**src/rtl/prbs_sat_cnt.sv**
```systemverilog
// Saturating up-counter with synchronous clear (clear has priority over
// increment). Holds at SAT_VAL instead of wrapping.
module prbs_sat_cnt #(
    parameter int             W       = 32,
    parameter logic [W-1:0]   SAT_VAL = '1
) (
    input  logic         clk,
    input  logic         rst,
    input  logic         inc,
    input  logic         clr,
    output logic [W-1:0] cnt
);

    logic [W-1:0] cnt_q;
    logic [W-1:0] cnt_d;

    // Next count: clear wins, otherwise increment until the saturation value.
    always_comb begin
        cnt_d = cnt_q;
        if (clr) begin
            cnt_d = '0;
        end else if (inc && (cnt_q != SAT_VAL)) begin
            cnt_d = cnt_q + W'(1);
        end
    end

    // Count register.
    always_ff @(posedge clk or posedge rst) begin
        if (rst) begin
            cnt_q <= '0;
        end else begin
            cnt_q <= cnt_d;
        end
    end

    assign cnt = cnt_q;

endmodule

```
**config.mk**
```make
export PLATFORM = sky130hd
export DESIGN_NAME = prbs_sat_cnt
export DESIGN_NICKNAME = d
export VERILOG_FILES = /design/src/rtl/prbs_sat_cnt.sv
export SDC_FILE = /design/constraint.sdc
export NUM_CORES = 1
export LEC_CHECK = 0
export CAP_MARGIN = 10
export CORE_ASPECT_RATIO = 1.1
export CORE_MARGIN = 2
export CORE_UTILIZATION = 45
export DETAILED_ROUTE_END_ITERATION = 7
export GPL_ROUTABILITY_DRIVEN = 0
export HOLD_SLACK_MARGIN = 0.03
export PLACE_DENSITY = 0.75
export REMOVE_ABC_BUFFERS = 1
export SLEW_MARGIN = 5
export SYNTH_ARGS = -nofsm -noshare
export SYNTH_HDL_FRONTEND = slang
export SYNTH_SLANG_ARGS = --single-unit
```
**constraint.sdc**
```tcl
create_clock -name clk -period 2.05 [get_ports clk]
set_clock_uncertainty 0.05 [all_clocks]
set_input_delay 0.3075 -clock clk [delete_from_list [all_inputs] [get_ports clk]]
set_output_delay 0.3075 -clock clk [all_outputs]
set_load 0.01 [all_outputs]
```
After elaboration in Yosys (flattened, before gate mapping)
Cells that the tools add are included.
Word-level totals
  register bits after elaboration: 32
  input bits: 4
  output and inout port bits: 32
  word-level logic and storage cells: 7
Operators by class
  add/subtract/negate cells: 1
  equal/unequal tests: 1
  muxes and demuxes: 2
  reduce and logical (&&, ||, !) cells: 2
Operators by type and width (count)
  2-to-1 mux 32 bit: 2
  adder 32 x 1 -> 32 bit, second input constant: 1
  inequality test 32 bit, second input constant: 1
  nonzero test 2 bit: 1
  logical AND 1 bit: 1

Longest topological paths before layout
  word-level depth: 4
  mapped depth: 7
  mapped depth without buffers: 6

Worst setup path before layout
Ideal clock, no wire load.
  path kind: flip-flop to flip-flop
  start: reg cnt_q[0], in the netlist cnt[0]
  end: reg cnt_q[20], in the netlist cnt[20]
  library setup time: 0.078 ns
  arrival: 2.177 ns
  data required time: 1.922 ns
  slack: -0.255 ns
  cell stages (with the launch flop): 8
  path buffers: 1
  clock period less this slack: 2.305 ns
  cells stage by stage: dfrtp_1 > ha_1 > nand2_1 > or4_4 > or3_4 > buf_6 > or4_1 > a21oi_1
Between the ends
  longest elaborated chain between the ends: 3
  elaborated cells on any way between the ends: 6
  classes of those cells: 1 x add/sub; 1 x eq/ne; 2 x mux; 2 x reduce/logical
Ends and longest elaborated chain
  start: declaration: RTL line 14  | logic [W-1:0] cnt_q;
  start signal: assignment: RTL line 32  | cnt_q <= cnt_d;
  adder 32 x 1 -> 32 bit or inequality test 32 bit (tied branches): RTL line 23, 22
  2-to-1 mux 32 bit or logical AND 1 bit (tied branches): RTL line 22  | end else if (inc && (cnt_q != SAT_VAL)) begin
  2-to-1 mux 32 bit or nonzero test 2 bit (tied branches)
Parallel ways exist; a longest one is shown, timed or not. The select of a mux whose other input is x is not followed.
A chain may end at the register's enable or synchronous reset.

Worst setup path in the final report
  start: reg cnt_q[0], in the netlist cnt[0]
  end: reg cnt_q[26], in the netlist cnt[26]
Same word-level chain as after synthesis.

==> metrics.txt <==
# TYPE chip_impl_metric gauge
chip_impl_info{name="result_of_the_run",value="finished with violations"} 1
chip_impl_info{name="violations_in_the_final_reports",value="negative setup slack"} 1
chip_impl_info{name="tritoncts_clock_tree",value="done"} 1
chip_impl_metric{name="cts-root-to-sink-buffers",unit=""} 2
chip_impl_metric{name="fin_ws",unit="ns"} -0.2002
chip_impl_metric{name="layout_worst_path_cycle_share",unit="%"} 109.8
chip_impl_info{name="critical_path_class",value="flop to flop"} 1
chip_impl_metric{name="num-fill-cells",unit=""} 284
chip_impl_metric{name="vias_per_cell",unit=""} 5.964
chip_impl_metric{name="postRouteAntennaNets",unit=""} 0
chip_impl_info{name="ctsRootBufferMaster",value="sky130_fd_sc_hd__clkbuf_8"} 1
chip_impl_metric{name="critPathMaxStageDelay",unit="ns"} 0.50
chip_impl_metric{name="first_drt_iteration_drcs",unit=""} 66
chip_impl_metric{name="floorplan.io_pins",unit=""} 36
chip_impl_metric{name="cts_max_level",unit=""} 2
chip_impl_metric{name="multiInputGateArea",unit="sq um"} 1006
chip_impl_metric{name="post_synth_instance_area",unit="sq um"} 1740
chip_impl_metric{name="vias",unit=""} 1986
chip_impl_metric{name="chipHeight",unit="um"} 69.23
chip_impl_metric{name="nets",unit=""} 288
chip_impl_metric{name="grt_use_total",unit="%"} 24.48
chip_impl_metric{name="drv.max_cap_violation_count",unit=""} 0
chip_impl_metric{name="global_route_total_overflow",unit=""} 0
chip_impl_metric{name="dieWidth",unit="um"} 63.30
chip_impl_metric{name="async_reset_ff_share",unit="%"} 100.0
chip_impl_info{name="cp_slowest_cell",value="sky130_fd_sc_hd__or4_4"} 1
chip_impl_metric{name="setup_viol",unit=""} 23
chip_impl_metric{name="area_growth",unit="%"} 61.32
chip_impl_metric{name="post_cts_hold_buffer_count",unit=""} 0
chip_impl_metric{name="floorplan.core_area",unit="sq um"} 3684
chip_impl_metric{name="finalHoldViolations",unit=""} 0
chip_impl_metric{name="grt_antenna_before_repair",unit=""} 0
chip_impl_metric{name="leakage",unit="nW"} 1.155
chip_impl_metric{name="grt_pass1_vias",unit=""} 1846
chip_impl_metric{name="clk_transition_reported_paths",unit="ns"} 0.06
chip_impl_metric{name="fin_total_pwr",unit="mW"} 1.242
chip_impl_metric{name="design.die.area",unit="sq um"} 4382
chip_impl_metric{name="dpl.hpwl",unit="um"} 3343
chip_impl_info{name="layout.cells.most_common",value="sky130_fd_sc_hd__buf_4"} 1
chip_impl_info{name="critical_path.endpoint_type",value="flop"} 1
chip_impl_metric{name="syn-mean-instance-area",unit="sq um"} 9.357
chip_impl_info{name="final_cell_mix",value="sky130_fd_sc_hd__buf_4 (57), sky130_fd_sc_hd__clkdlybuf4s50_1 (35), sky130_fd_sc_hd__dfrtp_1 (32), sky130_fd_sc_hd__a21oi_1 (23)"} 1
chip_impl_metric{name="wl_per_cell",unit="um"} 16.73
chip_impl_metric{name="final.min_clock_period",unit="ns"} 2.250
chip_impl_metric{name="detailedRoute.firstPassIterationCount",unit=""} 4
chip_impl_info{name="critical_path.startpoint_type",value="flop"} 1
chip_impl_metric{name="numPortBuffers",unit=""} 35
chip_impl_metric{name="crit_fanout",unit=""} 6
chip_impl_metric{name="fmax",unit="MHz"} 444.4
chip_impl_info{name="path_cells",value="ha_2 > nand2_2 > or4_4 > or3_4 > or4_4 > a21oi_2"} 1
chip_impl_metric{name="ys_types",unit=""} 33
chip_impl_info{name="min_path_type",value="primary input to asynchronous set/reset pin"} 1
chip_impl_metric{name="postRouteWirelength",unit="um"} 5572
chip_impl_metric{name="seq_area_frac_synth",unit="%"} 46.01
chip_impl_metric{name="critPathArrivalTime",unit="ns"} 2.42
chip_impl_metric{name="largest_register_ff_count",unit=""} 32
chip_impl_metric{name="drc_errors",unit=""} 0
chip_impl_metric{name="power_density",unit="nW/um^2"} 442.4
chip_impl_metric{name="drive_above_1_share",unit="%"} 31.10
chip_impl_metric{name="grt_pass1_wl",unit="um"} 8590
chip_impl_metric{name="antenna_cells",unit=""} 0
chip_impl_metric{name="inserted_clock_buffers",unit=""} 5
chip_impl_info{name="synthFlopType",value="sky130_fd_sc_hd__dfrtp_1"} 1
chip_impl_metric{name="sequential_cell_area",unit="sq um"} 800.8
chip_impl_metric{name="timing.final.max_slew_violations",unit=""} 0
chip_impl_metric{name="initial_utilization",unit="%"} 47.25
chip_impl_metric{name="post-place-ws",unit="ns"} -0.2558
chip_impl_metric{name="timing_worst_slew_pin_value",unit="ns"} 0.4520
chip_impl_metric{name="worst_ep_required_time",unit="ns"} 2.22
chip_impl_info{name="grt_setup_unrepaired",value="true"} 1
chip_impl_info{name="critPathMostFrequentCell",value="sky130_fd_sc_hd__or4_4"} 1
chip_impl_metric{name="placement_rows",unit=""} 23
chip_impl_metric{name="power.ir.vdd_worst",unit="V"} 0.0004146
chip_impl_metric{name="synth_warnings",unit=""} 0
chip_impl_metric{name="worst_slew_margin_rel",unit="%"} 69.69
chip_impl_metric{name="number_of_instances_in_the_synthesized_netlist",unit=""} 186
chip_impl_metric{name="numClockSinks",unit=""} 32
chip_impl_metric{name="clkLatencyLatePin",unit="ns"} 0.28
chip_impl_metric{name="synth_edf_count",unit=""} 0
chip_impl_metric{name="count_of_state_elements_after_synthesis",unit=""} 32
chip_impl_metric{name="grt_max_degree",unit=""} 33
## layout make-up
class	instances	share of cell area, %
tap	50	2.228
sequential	32	28.52
timing repair buffer	95	28.92
inverter	8	1.070
multi-input combinational	141	35.83
clock buffer	7	3.431
## path summary, 6_finish.rpt
| check | start | endpoint | slack (ns) | depth (start not counted) |
|---|---|---|---|---|
| max in group asynchronous | rst | cnt[6] | 1.29 | 3 |
| min in group clk | cnt[15] | cnt[15] | 0.52 | 2 |
| min reg2reg | cnt[15] | cnt[15] | 0.52 | 2 |
| min | rst | cnt[12] | 0.36 | 3 |
| max reg2reg | cnt[0] | cnt[26] | -0.20 | 6 |
| max | cnt[0] | cnt[26] | -0.20 | 6 |
## synth_stat cells (all sizes together), types with 2 or more instances
master / count / area share [%]
a21oi: 27 / 7.8
and3: 3 / 1.1
and4: 4 / 2.0
buf: 2 / 0.93
clkbuf: 4 / 0.86
dfrtp: 32 / 46
inv: 8 / 1.7
nand2: 11 / 2.4
nand3: 10 / 2.9
nand4: 7 / 2.9
nor2: 6 / 1.3
nor4: 3 / 1.1
o21ai: 12 / 3.5
o311ai: 2 / 1.0
o31ai: 15 / 6.5
o41ai: 2 / 1.4
or3: 13 / 5.0
or4: 15 / 6.7
xnor2: 2 / 1.0
## kinds of logic after synthesis
group / after synthesis / synth area share (%)
AO/OA/AOI/OAI: 61 / 21.78
XOR/XNOR: 3 / 1.510
flip-flops: 32 / 46.01
adder cells (fa/ha/maj): 1 / 0.7188
AND/OR/NAND/NOR: 74 / 25.88
buffers and inverters: 14 / 3.522
multiplexers: 1 / 0.5751
## per-layer routing
metal	global-route usage (%)	share of wire [%]	up-vias
met5	0	0	-
met2	41.61	52	67
li1	-	-	923
met3	4.545	4.9	20
met1	30.98	40	976
met4	8.937	4.0	0
## per-stage QoR
stage                     instance area [sq um]  setup TNS, ns  cells  util [%]  hold WS, ns
after floorplan                            1709         -5.620    180         -       0.3206
after global placement                     2527         -1.673    319     68.61       0.5072
after detailed placement                   2527         -2.416    319     68.61       0.5101
after CTS                                  2680        -0.6246    329     72.76       0.3677
after global routing                       2808         -3.666    333     76.22       0.3990
final                                      2808         -2.097    333     76.22       0.3643
## timing repair
action	4_1_cts	5_1_grt
setup endpoints to repair	8	27
buffers inserted	1	4
resized for setup	7	19
pin swaps	0	5
gates cloned	2	0
## report_power, final
group | leakage (nW) | switching (mW) | internal (mW)
Combinational | 0.659 | 0.0437 | 0.0332
Sequential | 0.446 | 0.00284 | 0.636
Clock | 0.0503 | 0.228 | 0.299
Total | 1.15 | 0.275 | 0.967
## worst max-delay path, delay by kind of cell (launching register included)
kind / cells / cell delay (ns)
and+or+nand+nor: 4 / 1.43
DFF: 1 / 0.37
adders and majority gates: 1 / 0.20
AOI/OAI and AO/OA: 1 / 0.13
Power figures use the tool's default switching activity.
